## src/rtl/fetch_unit.sv

```systemverilog
`default_nettype none
// +--------------------------------------------------------------------------+
// | fetch_unit: single-outstanding instruction fetch with redirect/flush.     |
// | Optional macro FETCH_BTB_EN: take next PC / prediction from the BTB.      |
// | Revision: 1.0                                                             |
// +--------------------------------------------------------------------------+
module fetch_unit #(
  parameter logic [31:0] BOOT_VECTOR = 32'h8000_0000
) (
  input  logic        clk_i,
  input  logic        rstn_i,
  input  logic        branch_request_i,
  input  logic [31:0] branch_pc_i,
  output logic        icache_rd_o,
  output logic [31:0] icache_pc_o,
  input  logic        icache_accept_i,
  input  logic        icache_valid_i,
  input  logic [63:0] icache_inst_i,
  input  logic        icache_error_i,
  input  logic        icache_page_fault_i,
  input  logic [31:0] next_pc_f_i,
  input  logic [1:0]  next_taken_f_i,
  output logic        fetch_valid_o,
  output logic [63:0] fetch_instr_o,
  output logic [31:0] fetch_pc_o,
  output logic        fetch_fault_fetch_o,
  output logic        fetch_fault_page_o,
  output logic [1:0]  fetch_pred_branch_o,
  input  logic        fetch_accept_i
);

  typedef enum logic [1:0] {
    ST_REQ  = 2'd0,
    ST_WAIT = 2'd1,
    ST_HOLD = 2'd2,
    ST_DROP = 2'd3
  } state_t;

  state_t      state_q, state_d;
  logic [31:0] pc_q, pc_d;
  logic [31:0] req_pc_q, req_pc_d;
  logic [1:0]  req_pred_q, req_pred_d;
  logic        valid_q, valid_d;
  logic [63:0] instr_q, instr_d;
  logic [31:0] out_pc_q, out_pc_d;
  logic        fault_fetch_q, fault_fetch_d;
  logic        fault_page_q, fault_page_d;
  logic [1:0]  pred_q, pred_d;

  logic [31:0] pc_aligned;
  logic [31:0] pc_next;
  logic [1:0]  pred_next;

  assign pc_aligned = {pc_q[31:3], 3'b000};

`ifdef FETCH_BTB_EN
  assign pc_next   = next_pc_f_i;
  assign pred_next = next_taken_f_i;
`else
  logic unused_btb;
  assign unused_btb = ^{next_pc_f_i, next_taken_f_i};
  assign pc_next    = pc_aligned + 32'd8;
  assign pred_next  = 2'b00;
`endif

  // Gated by rstn_i so no request is presented while reset is held.
  assign icache_rd_o = rstn_i & (state_q == ST_REQ) & ~branch_request_i;
  assign icache_pc_o = pc_aligned;

  assign fetch_valid_o       = valid_q;
  assign fetch_instr_o       = instr_q;
  assign fetch_pc_o          = out_pc_q;
  assign fetch_fault_fetch_o = fault_fetch_q;
  assign fetch_fault_page_o  = fault_page_q;
  assign fetch_pred_branch_o = pred_q;

  always_comb begin
    state_d       = state_q;
    pc_d          = pc_q;
    req_pc_d      = req_pc_q;
    req_pred_d    = req_pred_q;
    valid_d       = valid_q;
    instr_d       = instr_q;
    out_pc_d      = out_pc_q;
    fault_fetch_d = fault_fetch_q;
    fault_page_d  = fault_page_q;
    pred_d        = pred_q;

    if (branch_request_i) begin
      pc_d    = branch_pc_i;
      valid_d = 1'b0;
    end

    case (state_q)
      ST_REQ: begin
        if (icache_rd_o && icache_accept_i) begin
          req_pc_d   = pc_q;
          req_pred_d = pred_next;
          pc_d       = pc_next;
          state_d    = ST_WAIT;
        end
      end
      ST_WAIT: begin
        if (branch_request_i) begin
          state_d = icache_valid_i ? ST_REQ : ST_DROP;
        end else if (icache_valid_i) begin
          instr_d       = icache_inst_i;
          out_pc_d      = req_pc_q;
          pred_d        = req_pred_q;
          fault_fetch_d = icache_error_i;
          fault_page_d  = icache_page_fault_i;
          valid_d       = 1'b1;
          state_d       = ST_HOLD;
        end
      end
      ST_HOLD: begin
        if (branch_request_i) begin
          state_d = ST_REQ;
        end else if (fetch_accept_i) begin
          valid_d = 1'b0;
          state_d = ST_REQ;
        end
      end
      ST_DROP: begin
        // The stale response retires the outstanding request even if another
        // redirect lands in the same cycle; waiting longer would deadlock.
        if (icache_valid_i) begin
          state_d = ST_REQ;
        end
      end
      default: state_d = ST_REQ;
    endcase
  end

  always_ff @(posedge clk_i or negedge rstn_i) begin
    if (!rstn_i) begin
      state_q       <= ST_REQ;
      pc_q          <= BOOT_VECTOR;
      req_pc_q      <= 32'd0;
      req_pred_q    <= 2'b00;
      valid_q       <= 1'b0;
      instr_q       <= 64'd0;
      out_pc_q      <= 32'd0;
      fault_fetch_q <= 1'b0;
      fault_page_q  <= 1'b0;
      pred_q        <= 2'b00;
    end else begin
      state_q       <= state_d;
      pc_q          <= pc_d;
      req_pc_q      <= req_pc_d;
      req_pred_q    <= req_pred_d;
      valid_q       <= valid_d;
      instr_q       <= instr_d;
      out_pc_q      <= out_pc_d;
      fault_fetch_q <= fault_fetch_d;
      fault_page_q  <= fault_page_d;
      pred_q        <= pred_d;
    end
  end

endmodule
`default_nettype wire

```

## config.mk

```make
export PLATFORM = sky130hd
export DESIGN_NAME = fetch_unit
export DESIGN_NICKNAME = d
export VERILOG_FILES = /design/src/rtl/fetch_unit.sv
export SDC_FILE = /design/constraint.sdc
export NUM_CORES = 1
export LEC_CHECK = 0
export BUFFER_PORTS_ARGS = -buffer_cell sky130_fd_sc_hd__buf_2
export CORE_MARGIN = 2
export CORE_UTILIZATION = 40
export DETAILED_ROUTE_END_ITERATION = 10
export PLACE_DENSITY = 0.75
export SYNTH_ARGS = -nofsm -noshare
export SYNTH_HDL_FRONTEND = slang
export SYNTH_SLANG_ARGS = --single-unit
```

## constraint.sdc

```tcl
create_clock -name clk_i -period 2.4 [get_ports clk_i]
set_input_delay 0 -clock clk_i [delete_from_list [all_inputs] [get_ports clk_i]]
set_output_delay 0 -clock clk_i [all_outputs]
set_load 0.02 [all_outputs]
```

Yosys cells after proc, flatten, opt, wreduce, memory -nomap -nowiden:

Cells that the tools add are included.
Widths: inputs -> output; s select.

* bits in registers: 165
* input bits: 138
* output and inout bits: 134
* logic and storage cells: 41

* $add $sub $neg: 1
* equal/unequal tests: 7
* mux-type cells: 17
* bitwise gates (word level): 3
* reductions and logical operators: 5

Operators with widths (number)
* $mux 32: 3
* $add 32x4->32 const B: 1
* $mux 2: 7
* $pmux 2 s4: 1
* $ne 3x3->1 const B: 2
* $mux 1: 5
* $eq 2x2->1 const B: 2
* $reduce_and 4->1: 1
* $reduce_and 3->1: 1
* $and 1x1->1: 2
* $eq 2x1->1 const B: 1
* $logic_not 2->1: 1
* $ne 2x1->1 const B: 1
* $ne 2x2->1 const B: 1
* $pmux 1 s2: 1
* $reduce_and 2->1: 1
* $logic_and 1x1->1: 1
* $not 1->1: 1

Depth between registers and ports, before layout:

* word-level depth: 6
* depth in mapped cells: 9
* gate-level depth less buffers: 6

Least setup slack after synthesis:

No wires, ideal clock.

* kind: reg-to-reg
* from: reg state_q[0]
* to: reg req_pc_q[12]
* library setup time: 0.125 ns
* arrival: 1.844 ns
* required time: 2.275 ns
* path slack: 0.431 ns
* cell stages (with the launch flop): 9
* buffers on the path: 3
* clock period less this slack: 1.969 ns
* cells stage by stage: dfrtp_1 inv_1 ha_1 and3_1 buf_2 nand2_1 buf_2 buf_2 mux2_2

* longest elaborated chain between the ends: 5

Ends and longest elaborated chain
* from (decl): RTL line 39 `state_t state_q, state_d;`
* from (signal assigned): RTL line 148 `state_q <= state_d;`
* $logic_not 2->1 (*): RTL line 67, 94
* $and 1x1->1 (2 in series): RTL line 67 `assign icache_rd_o = rstn_i & (state_q == ST_REQ) & ~branch_request_i;`
* $logic_and 1x1->1: RTL line 96 `if (icache_rd_o && icache_accept_i) begin`
* $reduce_and 2->1 (no line) (*)
* to (signal assigned): RTL line 150 `req_pc_q <= req_pc_d;`
* to (decl): RTL line 41 `logic [31:0] req_pc_q, req_pc_d;`

Every way passes the cells marked *; elsewhere a longest branch is shown, timed or not.
A chain may end at the register's enable or synchronous reset.

Worst setup path after layout:

* from: reg state_q[0]
* to: reg pc_q[19]

* longest elaborated chain between the ends: 6

Ends and longest elaborated chain
* $logic_not 2->1 (*): RTL line 67, 94
* $and 1x1->1 (2 in series): RTL line 67
* $logic_and 1x1->1: RTL line 96
* $mux 32: RTL line 96
* $mux 32 (*): RTL line 94 `case (state_q)`
* via pc_d[19]: RTL line 40 `logic [31:0] pc_q, pc_d;`
* to (signal assigned): RTL line 149 `pc_q <= pc_d;`
* to (decl): RTL line 40

The timed path passes the listed nets; every way through them passes the cells marked *.

==> impl_metrics.ini <==
[drt]
wirelength_um = 17600
drc = 0
drtIter0Drc = 326
via_count = 5376
routedWlPerCell_um = 16.03
final_antenna_net_count = 0
via_per_inst = 4.896
drtPass1Iterations = 4

[final_layout]
drive_gt1_frac = 0.3562
areaGrowthSynthToFinish_pct = 38.56
nets = 1004
final_common_cell = buf_2
most-common-layout-cells = 231 x buf_2, 164 x dfrtp_1, 100 x dlygate4sd3_1, 96 x mux2_1, 35 x nand2_1
antennaDiodeCount = 0

[cts]
clkLatencyLatePin_ns = 0.42
post-cts-setup-buffers = 0
htreeDepth = 4
clock_path_buffers = 2
cts_tree = yes
clk_pin_slew_ns = 0.06
post_cts_resized = 0
cts-buffers-inserted = 17
cts_sinks = 165
postCtsHoldBufs = 100
cts_root_buffer = clkbuf_16

[synth]
synth_ff_type = dfrtp_1
synth_cell_types = 40
syn_inst = 555
synth_edf_count = 0
async_flop_share = 1.000
syn_area_um2 = 7158
avgSynthCellArea_um2 = 12.90
synth.area.top_cells = dfrtp_1 57%, mux2_1 15%, mux2_2 4.9%, buf_4 3.6%, nand2_1 1.9%
yosys_warnings = 0
synth_top_area_cell = dfrtp_1
ys_seq_area_frac = 0.5770
synth_top_cell_area_share = 0.5733
ys_ff_latch = 165

[timing]
setup_violations = 0
finalSetupTns_ns = 0
slew_viol_final = 0
fmax_mhz = 468.4
clock_skew_ns = 0.009932
worstMarginPinSlew_ns = 0.9586
hold_violations = 0
period_share = 0.8896
period_needed_ns = 2.135
rsz0062_at_grt = no
slew_headroom = 0.3610
whs_ns = 0.03349

[power]
p_switching_w = 0.003996
swShare = 0.3641
power.leakage_nw = 4.668
p_seq_frac = 0.415
power_frac_comb = 0.355
clkPwrFrac = 0.230
fin_total_pwr_w = 0.01097
internal_power_w = 0.006978
p_per_area_nw_per_um2 = 1106
vdd_drop_max_uv = 600.3

[floorplan]
core_um2 = 17420
initial_core_util = 0.4110
die_h_um = 137.8
die_width_um = 137.8
die_area_um2 = 18980
io_pins = 272
rows = 48

[worst_setup_path]
r2r-start = state_q[0]
worstPathArrival_ns = 2.46
worstSetupStartpoint = state_q[0]
crit_path_start_kind = register
path_class = reg2reg
cp.required_ns = 2.73
crit_fanout = 9
end_kind = register

[global_routing]
antenna_found_initial = 0
track_usage = 0.1889
grt_pass1_wl_um = 27430
grt_max_degree = 161
grt-ovfl-total = 0
grt_pass1_vias = 5500

[placed_design]
finalWeightedCongestion = 0.7735
dpl.hpwl_um = 11750
numPortBuffers = 232

[worst_hold_path]
holdCritPathClass = in2reg
hp-start = icache_valid_i

[run]
maxCapViolCount = 0

[outcome]
status = finished clean
[stage by stage]
step           utilization  instance area, um2  worst slack [ns]  std cells
2_1_floorplan            -                7173            0.4314        559
3_3_place_gp        0.4801                8362            0.3532        966
3_5_place_dp        0.4801                8362            0.2750        966
4_1_cts             0.5695                9918            0.2564       1098
5_1_grt             0.5695                9918           0.04560       1098
6_report            0.5695                9918            0.2649       1098
[per-layer routing]
metal	vias to the layer above	share of wire	GRT usage	wire, um
met5	-	0	0	0
met4	0	0.025	0.07313	433
met3	33	0.051	0.04673	891
met2	157	0.51	0.3303	8922
met1	2624	0.42	0.2238	7349
li1	2562	-	-	-
[cell families (layout without fill, tap and decap cells)]
| kind of cell | after synthesis | after routing | share of synthesized area |
|---|---|---|---|
| adder cells (fa/ha/maj) | 6 | 6 | 0.01049 |
| AO/OA/AOI/OAI | 55 | 55 | 0.04650 |
| multiplexers | 132 | 132 | 0.2068 |
| AND/OR/NAND/NOR | 117 | 117 | 0.08810 |
| other | 1 | 5 | 0.0005239 |
| buffers and inverters | 68 | 382 | 0.05716 |
| XOR/XNOR | 11 | 11 | 0.01346 |
| flip-flops | 165 | 165 | 0.5770 |
[synth_stat cells (11+ instances only)]
| cell | instances |
|---|---|
| dfrtp_1 | 164 |
| mux2_1 | 96 |
| nand2_1 | 37 |
| buf_4 | 34 |
| mux2_2 | 31 |
| nor2_1 | 18 |
| a31oi_1 | 14 |
| o21ai_0 | 14 |
| nand3_1 | 12 |
| or4_1 | 12 |
| o31ai_1 | 11 |
[cell type report]
cell class	count	area [um2]
fillers	1440	7498
flip-flops and latches	165	4130
multi-input cells	326	2644
repair buffers	341	2273
clock buffers	20	456.7
well taps	225	281.5
clock inverters	12	98.84
inverters	9	33.78
[power by group through the flow]
stage               clock network (W)  logic (W)  registers (W)
floorplan                           0    0.00142        0.00556
global placement                    0    0.00371        0.00453
detailed placement                  0    0.00380        0.00460
CTS                           0.00259    0.00393        0.00455
global route                  0.00273    0.00422        0.00471
finish                        0.00252    0.00390        0.00455
[critical path, cell delays in order (launching register included)]
cell,delay (ns)
dfrtp_1,0.40
inv_1,0.13
ha_1,0.30
and3_1,0.27
nand3_1,0.28
or4_1,0.47
a31oi_1,0.18
[worst paths after layout]
check	endpoint	slack (ns)	cells past startpoint
worst max-delay path	pc_q[19]	0.26	6
worst min-delay path	state_q[0]	0.03	4
worst max register to register	pc_q[19]	0.26	6
worst min register to register	fetch_pc_o[27]	0.48	1
max in group asynchronous	pc_q[12]	1.34	3
min in group asynchronous	pc_q[3]	0.24	3
[state kept, by name, summed over array words and instances, names as in the netlist]
signal               count
fetch_instr_o           64
fetch_pc_o              32
pc_q                    32
req_pc_q                32
state_q                  2
fetch_fault_fetch_o      1
fetch_fault_page_o       1
fetch_valid_o            1
No activity file was read; power rests on OpenSTA's default activity.
